File: src/rtl/mem_lsu_pkg.sv
// Shared definitions for the bittyCore memory-access stage.
// Holds the load/store aluop codes, the LSU state encoding and small
// op-decoding helpers used by mem_lsu and mem_lsu_align.
package mem_lsu_pkg;

  localparam logic [7:0] EXE_LB  = 8'b1110_0000;
  localparam logic [7:0] EXE_LH  = 8'b1110_0001;
  localparam logic [7:0] EXE_LW  = 8'b1110_0011;
  localparam logic [7:0] EXE_LBU = 8'b1110_0100;
  localparam logic [7:0] EXE_LHU = 8'b1110_0101;
  localparam logic [7:0] EXE_SB  = 8'b1110_1000;
  localparam logic [7:0] EXE_SH  = 8'b1110_1001;
  localparam logic [7:0] EXE_SW  = 8'b1110_1011;

  localparam int BUS_BE_W = 4;

  typedef enum logic [1:0] {
    LSU_IDLE  = 2'd0,
    LSU_BUSY  = 2'd1,
    LSU_DONE  = 2'd2,
    LSU_ABORT = 2'd3
  } lsu_state_e;

  function automatic logic is_load_op(input logic [7:0] op);
    return (op == EXE_LB) || (op == EXE_LH) || (op == EXE_LW) ||
           (op == EXE_LBU) || (op == EXE_LHU);
  endfunction

  function automatic logic is_store_op(input logic [7:0] op);
    return (op == EXE_SB) || (op == EXE_SH) || (op == EXE_SW);
  endfunction

  // Halfwords need addr[0]=0, words need addr[1:0]=0; bytes never misalign.
  function automatic logic is_misaligned(input logic [7:0] op, input logic [1:0] lo);
    logic half_op;
    logic word_op;
    half_op = (op == EXE_LH) || (op == EXE_LHU) || (op == EXE_SH);
    word_op = (op == EXE_LW) || (op == EXE_SW);
    return (half_op && lo[0]) || (word_op && (lo != 2'b00));
  endfunction

endpackage

File: src/rtl/mem_lsu_align.sv
// Byte-lane alignment for the LSU, purely combinational.
// Store ops: be_o = byte enables, data_o = store data replicated across lanes.
// Load ops:  be_o = 4'b1111 (full-word read), data_o = extracted and
//            sign/zero-extended byte/halfword, or the whole word for LW.
// Other ops: be_o = 4'b1111, data_o = data_i.
// Ports: op (aluop), addr_lo (address bits [1:0]), data_i (rs2 or read word).
module mem_lsu_align
  import mem_lsu_pkg::*;
(
  input  logic [7:0]          op,
  input  logic [1:0]          addr_lo,
  input  logic [31:0]         data_i,
  output logic [BUS_BE_W-1:0] be_o,
  output logic [31:0]         data_o
);

  logic [7:0]  byte_sel;
  logic [15:0] half_sel;

  always_comb begin
    case (addr_lo)
      2'd0:    byte_sel = data_i[7:0];
      2'd1:    byte_sel = data_i[15:8];
      2'd2:    byte_sel = data_i[23:16];
      default: byte_sel = data_i[31:24];
    endcase
    half_sel = addr_lo[1] ? data_i[31:16] : data_i[15:0];
  end

  always_comb begin
    be_o   = 4'b1111;
    data_o = data_i;
    case (op)
      EXE_LB:  data_o = {{24{byte_sel[7]}}, byte_sel};
      EXE_LBU: data_o = {24'd0, byte_sel};
      EXE_LH:  data_o = {{16{half_sel[15]}}, half_sel};
      EXE_LHU: data_o = {16'd0, half_sel};
      EXE_LW:  data_o = data_i;
      EXE_SB: begin
        be_o   = 4'b0001 << addr_lo;
        data_o = {4{data_i[7:0]}};
      end
      EXE_SH: begin
        be_o   = addr_lo[1] ? 4'b1100 : 4'b0011;
        data_o = {2{data_i[15:0]}};
      end
      EXE_SW: begin
        be_o   = 4'b1111;
        data_o = data_i;
      end
      default: ;
    endcase
  end

endmodule

File: src/rtl/mem_lsu.sv
// Memory-access stage / load-store unit of the bittyCore pipeline.
// Aligned loads/stores run a req/ack bus transaction while holding the
// pipeline with stallreq_o; misaligned ones are flagged without touching
// the bus; all other ops pass straight through to mem_wb.
// Ports:
//   ex_mem side : mem_aluop_i, mem_addr_i, mem_reg2_i, wd_i, wreg_i, wdata_i
//   mem_wb side : wd_o, wreg_o, wdata_o
//   control     : stallreq_o, misalign_o (1 cycle), err_o (1 cycle)
//   data bus    : bus_req_o, bus_we_o, bus_addr_o, bus_be_o, bus_wdata_o,
//                 bus_ack_i, bus_err_i, bus_rdata_i
//   debug       : lsu_state_o (current FSM state)
// Bus handshake: bus_req_o and every bus field are registered and held
// constant from the first BUSY cycle until the slave raises bus_ack_i or
// bus_err_i (sampled on the clock edge); bus_req_o drops on that same edge.
// bus_err_i takes priority over bus_ack_i; the transfer is abandoned when
// TIMEOUT BUSY cycles pass without a response.
module mem_lsu
  import mem_lsu_pkg::*;
#(
  parameter int ALUOP_W = 8,
  parameter int TIMEOUT = 16
) (
  input  logic               clk,
  input  logic               rst,
  input  logic [ALUOP_W-1:0] mem_aluop_i,
  input  logic [31:0]        mem_addr_i,
  input  logic [31:0]        mem_reg2_i,
  input  logic [4:0]         wd_i,
  input  logic               wreg_i,
  input  logic [31:0]        wdata_i,
  output logic [4:0]         wd_o,
  output logic               wreg_o,
  output logic [31:0]        wdata_o,
  output logic               stallreq_o,
  output logic               misalign_o,
  output logic               err_o,
  output logic               bus_req_o,
  output logic               bus_we_o,
  output logic [31:0]        bus_addr_o,
  output logic [BUS_BE_W-1:0] bus_be_o,
  output logic [31:0]        bus_wdata_o,
  input  logic               bus_ack_i,
  input  logic               bus_err_i,
  input  logic [31:0]        bus_rdata_i,
  output lsu_state_e         lsu_state_o
);

  localparam int CNT_W = (TIMEOUT > 2) ? $clog2(TIMEOUT) : 1;
  localparam logic [CNT_W-1:0] CNT_LAST = CNT_W'(TIMEOUT - 1);

  lsu_state_e          state, state_d;
  logic [CNT_W-1:0]    cnt;
  logic [31:0]         rdata_q;

  logic [7:0]          op;
  logic                is_load, is_store, misaligned, start;
  logic [BUS_BE_W-1:0] st_be, ld_be, req_be;
  logic [31:0]         st_data, ld_data;

  assign op         = 8'(mem_aluop_i);
  assign is_load    = is_load_op(op);
  assign is_store   = is_store_op(op);
  assign misaligned = is_misaligned(op, mem_addr_i[1:0]);
  assign start      = (state == LSU_IDLE) && (is_load || is_store) && !misaligned;
  assign req_be     = is_store ? st_be : ld_be;
  assign lsu_state_o = state;

  // Store path works on rs2; load path works on the captured read word.
  // ex_mem holds aluop/addr stable until DONE, so the load path can use
  // the live inputs when formatting.
  mem_lsu_align u_align_st (
    .op      (op),
    .addr_lo (mem_addr_i[1:0]),
    .data_i  (mem_reg2_i),
    .be_o    (st_be),
    .data_o  (st_data)
  );

  mem_lsu_align u_align_ld (
    .op      (op),
    .addr_lo (mem_addr_i[1:0]),
    .data_i  (rdata_q),
    .be_o    (ld_be),
    .data_o  (ld_data)
  );

  always_ff @(posedge clk) begin
    if (rst) state <= LSU_IDLE;
    else     state <= state_d;
  end

  always_ff @(posedge clk) begin
    if (rst) begin
      bus_req_o   <= 1'b0;
      bus_we_o    <= 1'b0;
      bus_addr_o  <= '0;
      bus_be_o    <= '0;
      bus_wdata_o <= '0;
      rdata_q     <= '0;
      cnt         <= '0;
    end else begin
      case (state)
        LSU_IDLE: begin
          if (start) begin
            bus_req_o   <= 1'b1;
            bus_we_o    <= is_store;
            bus_addr_o  <= {mem_addr_i[31:2], 2'b00};
            bus_be_o    <= req_be;
            bus_wdata_o <= is_store ? st_data : 32'd0;
            cnt         <= '0;
          end
        end
        LSU_BUSY: begin
          cnt <= cnt + 1'b1;
          if (state_d != LSU_BUSY) bus_req_o <= 1'b0;
          if (state_d == LSU_DONE) rdata_q <= bus_rdata_i;
        end
        default: ;
      endcase
    end
  end

  always_comb begin
    state_d    = state;
    stallreq_o = 1'b0;
    misalign_o = 1'b0;
    err_o      = 1'b0;
    wd_o       = wd_i;
    wreg_o     = wreg_i;
    wdata_o    = wdata_i;
    case (state)
      LSU_IDLE: begin
        if (is_load || is_store) begin
          wreg_o = 1'b0;
          if (misaligned) begin
            misalign_o = 1'b1;
          end else begin
            stallreq_o = 1'b1;
            state_d    = LSU_BUSY;
          end
        end
      end
      LSU_BUSY: begin
        stallreq_o = 1'b1;
        wreg_o     = 1'b0;
        if (bus_err_i)                       state_d = LSU_ABORT;
        else if (bus_ack_i)                  state_d = LSU_DONE;
        else if (cnt == CNT_LAST)            state_d = LSU_ABORT;
      end
      LSU_DONE: begin
        wdata_o = ld_data;
        wreg_o  = is_load ? wreg_i : 1'b0;
        state_d = LSU_IDLE;
      end
      LSU_ABORT: begin
        err_o   = 1'b1;
        wreg_o  = 1'b0;
        state_d = LSU_IDLE;
      end
      default: state_d = LSU_IDLE;
    endcase
    if (rst) begin
      stallreq_o = 1'b0;
      misalign_o = 1'b0;
      err_o      = 1'b0;
      wd_o       = '0;
      wreg_o     = 1'b0;
      wdata_o    = '0;
    end
  end

endmodule
File: config.mk
export PLATFORM = sky130hd
export DESIGN_NAME = mem_lsu
export DESIGN_NICKNAME = d
export VERILOG_FILES = /design/src/rtl/mem_lsu_pkg.sv /design/src/rtl/mem_lsu_align.sv /design/src/rtl/mem_lsu.sv
export SDC_FILE = /design/constraint.sdc
export NUM_CORES = 1
export LEC_CHECK = 0
export BUFFER_PORTS_ARGS = -buffer_cell sky130_fd_sc_hd__buf_2
export CAP_MARGIN = 15
export CORE_MARGIN = 10
export CORE_UTILIZATION = 42
export DETAILED_ROUTE_END_ITERATION = 10
export PLACE_DENSITY = 0.75
export RECOVER_POWER = 25
export SYNTH_ARGS = -nofsm -noshare
export SYNTH_HDL_FRONTEND = slang
export SYNTH_SLANG_ARGS = --single-unit
File: constraint.sdc
create_clock -name clk -period 2.1 [get_ports clk]
set_input_delay 0 -clock clk [delete_from_list [all_inputs] [get_ports clk]]
set_output_delay 0 -clock clk [all_outputs]
set_load 0.005 [all_outputs]
# After elaboration in Yosys (flattened, before gate mapping)
# Index checks and enable logic that the tools add are counted.
# totals
register_bits	106
elab_cells	91
# op_classes
n_addsub	1
n_eq_ne	18
shifts	1
n_mux	37
reduce_logical	26
# op_table
cell	count
32-bit one-hot mux with 6 select lines	2
32-bit 2-to-1 mux	3
8-bit equality test (second input constant)	8
8-bit one-hot mux with 3 select lines	2
16-bit 2-to-1 mux	2
4-bit one-hot mux with 2 select lines	2
1-bit 2-to-1 mux	14
1-bit logical OR	11
2-bit 2-to-1 mux	5
2-bit equality test (second input constant)	4
4-bit 2-to-1 mux	2
2-bit one-hot mux with 3 select lines	1
2-bit AND reduction	3
5-bit 2-to-1 mux	1
4-bit by 1-bit adder with 4-bit output (second input constant)	1
2-bit by 1-bit equality test with 1-bit output (second input constant)	2
4-bit equality test (second input constant)	1
1-bit logical AND	4
2-bit zero test	2
2-bit inequality test (second input constant)	2
1-bit one-hot mux with 2 select lines	2
2-bit nonzero test	2
2-bit OR reduction	2
1-bit by 2-bit left shift with 4-bit output (first input constant)	1
other kinds (4)	4

# Longest topological paths before layout
# Gate-level depths: netlist of the first run.
# depth
depth_word	11
ltp_mapped	8
depth_no_buf	5

# Cells and area by module
# Synthesis of the first run repeated with hierarchy kept, for this count alone.
# hier_totals
cells_unflattened	925
hier_area_um2	7010.5
# by_module_without_submodules
mod	n_inst	cells_per_inst	area_per_inst_um2	seq_area_each_um2
mem_lsu	1	571	4698.3	2122.0
mem_lsu_align	2	177	1156.1	0.0

# Worst setup path before layout of the first run
# Ideal clock, no wire load.
# synth_path
path_kind	flip-flop to flip-flop
startpoint	register state[0], in the netlist lsu_state_o[0]
endpoint	register bus_addr_o[20]
arrival_time_ns	1.636
required_ns	1.968
slack_ns	0.332
stages_incl_launch_ff	8
synth_period_minus_slack_ns	1.768
cell_sequence	dfxtp_1 or2_0 a2111o_1 a21o_1 buf_2 buf_2 nand2_1 a21oi_1
# synth_between
elab_chain_len	4
# synth_lines
item	line	source
start: declaration	mem_lsu.sv:51	lsu_state_e state, state_d;
start signal: assignment	mem_lsu.sv:89	else state <= state_d;
2-bit zero test (*)	mem_lsu.sv:64, mem_lsu.sv:102	
1-bit logical AND (2 in series)	mem_lsu.sv:64	assign start = (state == LSU_IDLE) && (is_load || is_store) && !misaligned;
2-bit AND reduction (no line) (*)	--	
end signal: assignment	mem_lsu.sv:107	bus_addr_o <= {mem_addr_i[31:2], 2'b00};
end: declaration	mem_lsu.sv:39	output logic [31:0] bus_addr_o,
# Every way passes the cells marked *; elsewhere a longest branch is shown, timed or not.
# A chain may end at the register's enable or synchronous reset.

# Final worst setup path of the first run
# layout_path
startpoint	register state[0], in the netlist lsu_state_o[0]
endpoint	register bus_addr_o[29]
# The elaborated chain is that of the path after synthesis.

==> reports/results.txt, run 1 <==
clock power share: 38.9%
slew margin rel.: 48.2%
Initial Util: 42.6%
min cycle time layout: 1.94 ns
R2R setup slack: 0.16 ns
Worst Hold Slack: 0.0150 ns
CTS sink count: 106
# port buffers: 256
final hold vios: 0
via/cell ratio: 5.51
Unique masters post-synth: 64
Max-Cap Viols: 0
Worst Path Required: 2.38 ns
Setup CP Type: flop to flop
CP Max Fanout: 15
Routed WL per cell: 18.4 µm
FF-to-FF path depth: 6
Final nets: 1289
clock buffer depth: 2
I/O pins: 259
Chip Height: 138 µm
Fillers: 1211
Worst-path clk slew: 0.08 ns
reg2reg start: lsu_state_o[0]
sequential fraction of the synthesis area: 36.0%
Starting DRT DRC Count: 670
switching power share of the total: 25.8%
final setup vio count: 0
Tot GR Track Use: 24.1%
CP arrival: 2.23 ns
Pint: 3.31 mW
Setup WS pre-CTS: 0.191 ns
Max VDD drop: 0.647 mV
Slew @ Worst Pin: 0.774 ns
top_reg_cell synth: dfxtp_1
Setup Fix Bufs, Post-CTS: 0
Syn Inst Count: 813
Psw: 1.15 mW
Post-DRT Antenna Nets: 0
Final Max Tran Viols: 0
core area: 0.0138 mm²
H-Tree Depth: 3
pwr dens: 519 mW/mm²
EDFF count, synth: 0
DP HPWL: 17.0 mm
CTS tree: done
Hold Crit Class: input pin to flop
largest net degree at the start of global routing: 45
drt first pass iters: 6
layout cells sized above 1: 24.9%
Leakage: 3.50 nW
row count: 43
RSZ-0062 raised after global routing: no
Combinational Power Share: 15.7%
grt ovf: 0
post-synthesis average cell area: 7.25 µm²
setup_tns: 0 ns
Die Wd: 138 µm
Setup Skew: 0.00801 ns
Critical Path Source: lsu_state_o[0]
Setup crit end kind: flop
die area: 0.0192 mm²
Critical Path Sink: bus_addr_o[29]
DRC: 0
Pwr Total: 4.47 mW
CTS Buf Count: 9
yosys warns: 0
FF+latch count, synth: 106
asr flop ratio synth: 0%
DRT Wirelength: 24.5 mm
GPL Wtd Cong: 0.901
via count: 7314
Seq pwr share: 45.4%
period utilization: 92.6%
worst setup margin: 0.156 ns
Syn Std Cell Area: 0.00589 mm²
first-pass GRT wire length: 38.6 mm
number of global-route vias before repair: 7205
Clock Latency Late Sink: 0.35 ns
initial antenna violation count: 4
FMAX: 0.514 GHz
Clk Tree Root Cell: clkbuf_16
Area Overhead vs Synth: 46.2%
crit start category: flop
status: finished, final reports clean
reg2reg end: bus_addr_o[29]
## cell usage after synthesis (3+ instances only)
library cell    n  area (µm²)
clkbuf_1       39         146
nand3_1         9        45.0
nand2b_1        6        37.5
o31ai_2         5        62.6
mux2_2          5        56.3
a311oi_1        3        26.3
dfxtp_1       106        2120
o22ai_1        11        68.8
and3_1          4        25.0
o21ai_1         9        45.0
nor3_1         30         150
nor2b_1         9        56.3
mux2i_1        31         310
o21ai_0        79         395
nand2_1       194         728
o2bb2ai_1       3        26.3
a21oi_1        92         460
buf_6           3        33.8
a32oi_1         8        70.1
o31ai_1         4        30.0
buf_2          18        90.1
a211oi_1       10        75.1
nor4b_1         3        26.3
or3_1           7        43.8
nor2_1         63         236
o32ai_1         8        70.1
inv_1           4        15.0
buf_4           7        52.6
## power groups by stage
stage          sequential [mW]  combinational [mW]  clock, mW
2_1_floorplan             2.07               0.270          0
3_3_place_gp              2.07               0.543          0
3_5_place_dp              2.07               0.545          0
4_1_cts                   2.03               0.686       1.78
5_1_grt                   2.03               0.764       1.85
6_report                  2.03               0.703       1.74
## cells in the final DEF, fill, tap and decap left out, drive strengths merged, types with 2 or more instances in the layout
cell type    Yosys  routed
a211oi          10      10
a21o             2       2
a21oi           93      93
a311oi           3       3
a31oi            2       2
a32oi            8       8
and3             4       4
and4             2       2
buf             30     241
clkbuf          40      60
clkinv           2       4
conb             1       2
dfxtp          106     106
dlygate4sd3      0      95
inv              4       7
mux2             5       5
mux2i           31      31
nand2          194     194
nand2b           6       6
nand3            9       9
nand4            3       3
nand4b           3       3
nor2            64      64
nor2b            9       9
nor3            31      31
nor4b            3       3
o211ai           2       2
o21ai           88      88
o221ai           2       2
o22ai           11      11
o2bb2ai          3       3
o31ai            9       9
o32ai            8       8
or2              2       2
or3              7       7
## state kept, by name, indices dropped and copies added, names as in the netlist
name         count
cnt              4
lsu_state_o      2
bus_we_o         1
rdata_q         32
bus_be_o         4
bus_req_o        1
bus_wdata_o     32
bus_addr_o      30
## kinds of logic (layout without fill, tap and decap cells)
| family | Yosys count | in the layout | synth area share (%) |
|---|---|---|---|
| AND/OR/NAND/NOR | 341 | 341 | 25.6 |
| AO/OA/AOI/OAI | 250 | 250 | 25.3 |
| flip-flops | 106 | 106 | 36.0 |
| buffers and inverters | 76 | 408 | 6.07 |
| multiplexers | 37 | 37 | 6.60 |
| adder cells (fa/ha/maj) | 1 | 1 | 0.212 |
| other | 1 | 3 | 0.0636 |
| XOR/XNOR | 1 | 1 | 0.149 |
## worst max-delay path, cell delays in order, from the launching register on
cell      delay, ns
dfxtp_1        0.31
or2_0          0.21
a2111o_1       0.47
a21oi_4        0.42
buf_4          0.22
nand2_1        0.09
a21oi_1        0.14
## layout make-up
cell class                      count  area [µm²]  share of cell area (%)
Multi-Input combinational cell    632        3470                    40.3
Timing Repair Buffer              387        2470                    28.6
Sequential cell                   106        2130                    24.7
Clock buffer                        9         225                    2.62
Tap cell                          180         225                    2.62
Clock inverter                      6        72.6                   0.843
Inverter                            6        22.5                   0.262
Antenna cell                        1        2.50                  0.0291
## through the flow
stage | instances | instance area (µm²) | utilization (%)
final | 1327 | 8610 | 62.3
after global routing | 1327 | 8610 | 62.3
after CTS | 1326 | 8640 | 62.5
after detailed placement | 1216 | 7390 | 53.4
after global placement | 1216 | 7390 | 53.4
after floorplan | 814 | 5900 | -
## what timing repair did
item,CTS,global route
endpoints found under the hold margin,97,0
resized for setup,0,13
hold buffers,95,0
endpoints found under the setup margin,0,17
## worst min path at each step
stage / startpoint / endpoint / slack [ns] / cells after the start
after floorplan: wreg_i / wreg_o / 0.08 / 2
after global placement: mem_addr_i[15] / bus_addr_o[15] / 0.24 / 3
after detailed placement: bus_rdata_i[25] / rdata_q[25] / 0.25 / 3
after CTS: mem_reg2_i[28] / bus_wdata_o[28] / 0.006 / 3
after global routing: mem_reg2_i[28] / bus_wdata_o[28] / 0.01 / 3
final: mem_reg2_i[28] / bus_wdata_o[28] / 0.02 / 3
## metal layers
layer	part of all wire (%)	up-vias	global-route usage, %
met5	0.074	-	0
met4	2.5	4	8.10
met3	10	47	7.57
met2	48	395	40.1
met1	39	3358	28.7
li1	-	3510	-
Note: power is estimated with default switching activity, not from simulation.
==> inputs of run 2 (changes only) <==
--- a/config.mk
+++ b/config.mk
@@ -10,8 +10,9 @@
 export CORE_MARGIN = 10
 export CORE_UTILIZATION = 42
 export DETAILED_ROUTE_END_ITERATION = 10
-export PLACE_DENSITY = 0.75
+export PLACE_DENSITY = 0.73
 export RECOVER_POWER = 25
 export SYNTH_ARGS = -nofsm -noshare
 export SYNTH_HDL_FRONTEND = slang
+export SYNTH_HIERARCHICAL = 1
 export SYNTH_SLANG_ARGS = --single-unit
==> reports/results.txt, run 2 <==
top_reg_cell synth: dfxtp_1
layout cells sized above 1: 27.5% (+2.6 points)
Hold Crit Class: input pin to flop
# port buffers: 256 (unchanged)
Clk Tree Root Cell: clkbuf_16
CTS Buf Count: 9 (unchanged)
sequential cell area: 0.00213 mm² (+0.18%)
Worst Path Required: 2.10 ns (-0.28 ns)
RSZ-0062 raised after global routing: yes
die area: 0.0223 mm² (+16%)
first-pass GRT wire length: 42.8 mm (+11%)
post-synthesis average cell area: 7.58 µm² (+4.6%)
final hold vios: 0 (unchanged)
Non-Filler Instances: 1433 (+8.0%)
Slew @ Worst Pin: 1.56 ns (+0.790 ns)
initial antenna violation count: 0 (-4)
Pwr Total: 4.71 mW (+5.4%)
number of global-route vias before repair: 7949 (+10%)
Final nets: 1354 (+5.0%)
Final Max Tran Viols: 35 (+35)
Die Wd: 149 µm (+7.8%)
failing checks: capacitance limit, slew limit, setup timing
Chip Height: 149 µm (+7.8%)
CTS sink count: 106 (unchanged)
met2 usage: 37.2% (-2.9 points)
drt first pass iters: 5 (-1)
sequential fraction of the synthesis area: 30.3% (-5.7 points)
Setup Skew: 0.00910 ns (+0.00110 ns)
Setup CP Type: flop to output pin
reg2reg start: cnt[0]
pwr dens: 495 mW/mm² (-4.5%)
Fillers: 1567 (+29%)
asr flop ratio synth: 0% (unchanged)
status: finished, violations left
FF+latch count, synth: 106 (unchanged)
yosys warns: 6 (+6)
DRC: 0 (unchanged)
slew margin rel.: -4.29% (-53 points)
CP Max Fanout: 8 (-7)
dpl cells: 1347 (+11%)
Starting DRT DRC Count: 687 (+2.5%)
Clock Latency Late Sink: 0.36 ns (about the same)
fin util: 57.8% (-4.5 points)
Unique masters post-synth: 58 (-9.4%)
Syn Std Cell Area: 0.00701 mm² (+19%)
min cycle time layout: 2.22 ns (+0.275 ns)
Area Overhead vs Synth: 35.6%
Setup crit end kind: output pin
Worst-path clk slew: 0.08 ns (about the same)
Worst Hold Slack: 0.0206 ns (+0.00559 ns)
final setup vio count: 11 (+11)
Post-DRT Antenna Nets: 0 (unchanged)
Critical Path Source: rdata_q[7]
busiest layer in global routing: met2
Area contributors post-synth: dfxtp_1 (30%), nand2_1 (9.7%), a21oi_1 (9.3%)
EDFF count, synth: 0 (unchanged)
Yosys top cell area share: 30.3% (-5.7 points)
Initial Util: 42.6% (about the same)
most frequent cells in the layout: buf_2 (215), nand2_1 (182), a21oi_1 (120)
H-Tree Depth: 3 (unchanged)
row count: 47 (+9.3%)
Max-Cap Viols: 1 (+1)
Regs by FF count: bus_wdata_o: 32 flops, rdata_q: 32 flops, bus_addr_o: 30 flops
top cells by count, synth: nand2_1 (182), a21oi_1 (130), dfxtp_1 (106)
DP HPWL: 19.7 mm (+16%)
Leakage: 3.88 nW (+11%)
leading cell type by number of instances after synthesis: nand2_1
Routed WL per cell: 19.6 µm (+6.3%)
worst setup margin: -0.119 ns (-0.275 ns)
via/cell ratio: 5.85 (+6.2%)
GPL Wtd Cong: 0.949 (+5.3%)
clock buffer depth: 2 (unchanged)
met3 Resource Use GR: 6.34% (-1.2 points)
Multi-input gate area: 0.00452 mm² (+30%)
CTS tree: done
via count: 8384 (+15%)
core area: 0.0165 mm² (+19%)
FMAX: 0.451 GHz (-12%)
DRT Wirelength: 28.1 mm (+15%)
I/O pins: 259 (unchanged)
grt met1 use: 30.0% (+1.3 points)
Tot GR Track Use: 23.5% (-0.62 points)
CP arrival: 2.22 ns (about the same)
crit start category: flop
grt ovf: 0 (unchanged)
Max VDD drop: 0.406 mV (-37%)
HP Start: mem_reg2_i[8]
largest net degree at the start of global routing: 82 (+82%)
period utilization: 106% (+13 points)
post-synth top area cell: dfxtp_1
Syn Inst Count: 925 (+14%)
commonest non-fill, non-tap cell in the layout: buf_2
==> run 2: kinds of logic (layout without fill, tap and decap cells) <==
group | Yosys count | after routing | synth area share, %
simple gates | 365 | 366 | 25.5
compound gates | 304 | 304 | 28.3
buf+inv | 104 | 389 | 7.25
fa+ha+maj | 1 | 1 | 0.178
mux | 44 | 44 | 8.46
flops | 106 | 106 | 30.3
other cells | 1 | 3 | 0.0535
==> run 2: final timing paths <==
| kind | endpoint | slack (ns) | cells past startpoint |
|---|---|---|---|
| worst max-delay path | wdata_o[30] | -0.12 | 7 |
| worst min-delay path | bus_wdata_o[8] | 0.02 | 4 |
| worst max register to register | lsu_state_o[1] | 0.31 | 4 |
| worst min register to register | bus_addr_o[30] | 0.47 | 2 |
==> run 2: critical path, stage by stage (launching register included) <==
cell	delay, ns
dfxtp_2	0.34
nor4_1	0.05
or4_4	0.59
o21ai_4	0.32
o22a_1	0.20
nand2_1	0.07
a21oi_2	0.14
buf_2	0.14
==> run 2: cell type report <==
cell class                      count  share of cell area (%)
Multi-Input combinational cell    717                    47.6
Sequential cell                   106                    22.4
Clock inverter                      6                   0.750
Tap cell                          220                    2.89
Antenna cell                        1                  0.0263
Clock buffer                       10                    2.51
Timing Repair Buffer              366                    23.6
Inverter                            7                   0.276
==> run 2: power breakdown <==
group / switching (mW) / internal [mW]
Combinational: 0.458 / 0.408
Clock: 0.839 / 0.974
Sequential: 0.00970 / 2.02
==> run 2: stage by stage <==
stage / instance area [µm²] / TNS (ns) / worst slack, ns
floorplan: 7010 / 0 / 0.415
global placement: 8460 / 0 / 0.160
detailed placement: 8460 / 0 / 0.151
CTS: 9480 / -0.259 / -0.0541
global route: 9510 / -1.85 / -0.177
finish: 9510 / -0.682 / -0.119
==> run 2: per-layer routing <==
layer	up-vias	share of wire, %	wire length [µm]
met2	446	46	13000
met4	0	3.1	875
met5	-	0	0
met3	69	9.9	2780
li1	3956	-	-
met1	3913	41	11400
==> run 2: timing repair <==
| item | 4_1_cts | 5_1_grt |
|---|---|---|
| endpoints found under the setup margin | 24 | 24 |
| pin swaps | 7 | 8 |
| cloned | 0 | 1 |
| setup buffers | 4 | 0 |
| resized for setup | 11 | 17 |
| hold buffers | 64 | 0 |
| endpoints found under the hold margin | 63 | 0 |
==> inputs of run 3 (changes only) <==
--- a/config.mk
+++ b/config.mk
@@ -8,9 +8,9 @@
 export BUFFER_PORTS_ARGS = -buffer_cell sky130_fd_sc_hd__buf_2
 export CAP_MARGIN = 15
 export CORE_MARGIN = 10
-export CORE_UTILIZATION = 42
+export CORE_UTILIZATION = 50
 export DETAILED_ROUTE_END_ITERATION = 10
-export PLACE_DENSITY = 0.73
+export PLACE_DENSITY = 0.84
 export RECOVER_POWER = 25
 export SYNTH_ARGS = -nofsm -noshare
 export SYNTH_HDL_FRONTEND = slang
==> reports/results.txt, run 3 (synthesis results as in run 2) <==
DP HPWL: 19.5 mm (-1.2%)
Starting DRT DRC Count: 995 (+45%)
drt first pass iters: 8 (+3)
Slowest-stage cell, CP: or4_4
status: finished, violations left
slew margin rel.: 53.7% (+58 points)
area post-placement: 0.00847 mm² (about the same)
Max stage delay on crit path: 0.45 ns (-0.14 ns)
period utilization: 103% (-2.8 points)
row count: 43 (-8.5%)
Die Wd: 138 µm (-7.2%)
DR WL met3: 2.83 mm (+1.6%)
clock power share: 38.2% (-0.3 points)
Max VDD drop: 0.363 mV (-11%)
number of global-route vias before repair: 8040 (+1.1%)
CTS sink count: 106 (unchanged)
Worst Path Required: 2.10 ns (about the same)
Tot GR Track Use: 26.8% (+3.3 points)
Regs by FF count: bus_wdata_o: 32 flops, rdata_q: 32 flops, bus_addr_o: 30 flops
Worst-path clk slew: 0.07 ns (about the same)
FMAX: 0.463 GHz (+2.8%)
CP Max Fanout: 7 (-1)
via/cell ratio: 6.15 (+5.1%)
Bufs and invs on worst path: 2 (+1)
Setup Skew: 0.00869 ns (-0.000409 ns)
min cycle time layout: 2.16 ns (-0.0598 ns)
Routed WL per cell: 20.0 µm (+1.9%)
uppermost routed layer: met5
Setup WS pre-CTS: 0.0783 ns (-0.0731 ns)
Pint: 3.39 mW (-0.52%)
grt ovf: 0 (unchanged)
pwr dens: 496 mW/mm² (+0.16%)
reg2reg start: lsu_state_o[1]
Psw: 1.33 mW (+1.4%)
core area: 0.0138 mm² (-16%)
via count: 8603 (+2.6%)
Post-DRT Antenna Nets: 0 (unchanged)
Critical Path Source: rdata_q[31]
Hold Crit Class: input pin to flop
Setup crit end kind: output pin
crit start category: flop
worst setup margin: -0.0596 ns (+0.0598 ns)
commonest non-fill, non-tap cell in the layout: buf_2
die area: 0.0192 mm² (-14%)
largest net degree at the start of global routing: 117 (+43%)
Initial Util: 50.7% (+8.1 points)
HP Start: mem_reg2_i[30]
Final Max Tran Viols: 0 (-100%)
first-pass GRT wire length: 43.2 mm (+0.95%)
switching power share of the total: 28.1% (+0.39 points)
delay-heaviest family, CP: simple AND/OR/NAND/NOR gates
Seq pwr share: 43.2% (about the same)
failing checks: setup timing
CTS tree: done
GPL Wtd Cong: 0.986 (+3.8%)
DRT Wirelength: 27.9 mm (-0.55%)
final setup vio count: 1 (-10)
final hold vios: 0 (unchanged)
Max-Cap Viols: 0 (-1)
worst-path cell chain: and3b_1 -> or4_4 -> o21ai_4 -> buf_6 -> o22a_1 -> nand2_1 -> a21oi_1 -> buf_2
Leakage: 3.94 nW (+1.5%)
RSZ-0062 raised after global routing: yes
DRC: 0 (unchanged)
Area Overhead vs Synth: 35.4%
Clock Latency Late Sink: 0.37 ns (about the same)
most frequent cells in the layout: buf_2 (226), nand2_1 (181), a21oi_1 (123)
Slew @ Worst Pin: 0.692 ns (-0.872 ns)
Clk Tree Root Cell: clkbuf_16
WL met2: 12.8 mm (-1.5%)
post-route cell area: 0.00950 mm² (-0.14%)
Combinational Power Share: 18.7% (+0.3 points)
I/O pins: 259 (unchanged)
Setup CP Type: flop to output pin
H-Tree Depth: 3 (unchanged)
# port buffers: 256 (unchanged)
M1 WL: 10.9 mm (-4.9%)
Final nets: 1355 (+0.074%)
clock buffer depth: 2 (unchanged)
layout cells sized above 1: 27.9% (+0.39 points)
Chip Height: 138 µm (-7.2%)
CP arrival: 2.16 ns (-0.06 ns)
initial antenna violation count: 7 (+7)
R2R setup slack: 0.38 ns (+0.07 ns)
CTS Buf Count: 9 (unchanged)
## run 3: changes by cell type in the layout (fill, tap and decap cells not counted), sizes merged
cell / previous run / this run
clkinv: 1 / 2
buf: 261 / 275
clkbuf: 51 / 37
diode: 1 / 6
## run 3: cell type report
type,instances,area [µm²]
diodes,6,15.0
clock buffers,9,225
clock inverters,7,85.1
fillers,1102,4330
inverters,7,26.3
multi-input cells,717,4490
flip-flops and latches,106,2130
well taps,180,225
repair buffers,367,2310
## run 3: through the flow
step                      hold WS, ns  instances  setup TNS, ns  power, mW  utilization, %
after global placement          0.241       1309              0       2.82            61.2
after CTS                      0.0185       1392              0       4.69            68.5
final                          0.0250       1399        -0.0596       4.71            68.7
after detailed placement        0.247       1309              0       2.83            61.2
after global routing           0.0508       1398         -0.989       4.87            68.7
after floorplan                0.0862        926              0       2.49               -
## run 3: power by group through the flow
stage               clock network (mW)  logic (mW)  registers, mW
finish                            1.80       0.879           2.03
global route                      1.88       0.947           2.03
CTS                               1.81       0.851           2.03
detailed placement                   0       0.748           2.08
global placement                     0       0.739           2.08
floorplan                            0       0.409           2.08
## run 3: final timing paths
check,to,cells past startpoint
hold / removal,bus_wdata_o[30],3
setup / recovery,wdata_o[27],8
setup reg to reg,bus_addr_o[18],4
hold reg to reg,bus_be_o[3],2
## run 3: what timing repair did
| item | CTS | global route |
|---|---|---|
| pin swaps | 2 | 4 |
| gates cloned | 0 | 1 |
| setup endpoints to repair | 18 | 33 |
| hold buffers | 64 | 0 |
| endpoints found under the hold margin | 63 | 0 |
| resized for setup | 11 | 8 |
| setup buffers | 3 | 0 |
## run 3: layer usage
| layer | GRT usage, % | up-vias |
|---|---|---|
| met4 | 15.1 | 2 |
| met5 | 0 | - |
| met1 | 33.2 | 3962 |
| met2 | 42.1 | 573 |
| li1 | - | 3962 |
| met3 | 5.99 | 104 |
## run 3: worst min-delay path: cells and delay by family
kind	cells	cell delay (ns)
AO/OA/AOI/OAI	2	0.25
buffers and inverters	1	0.10
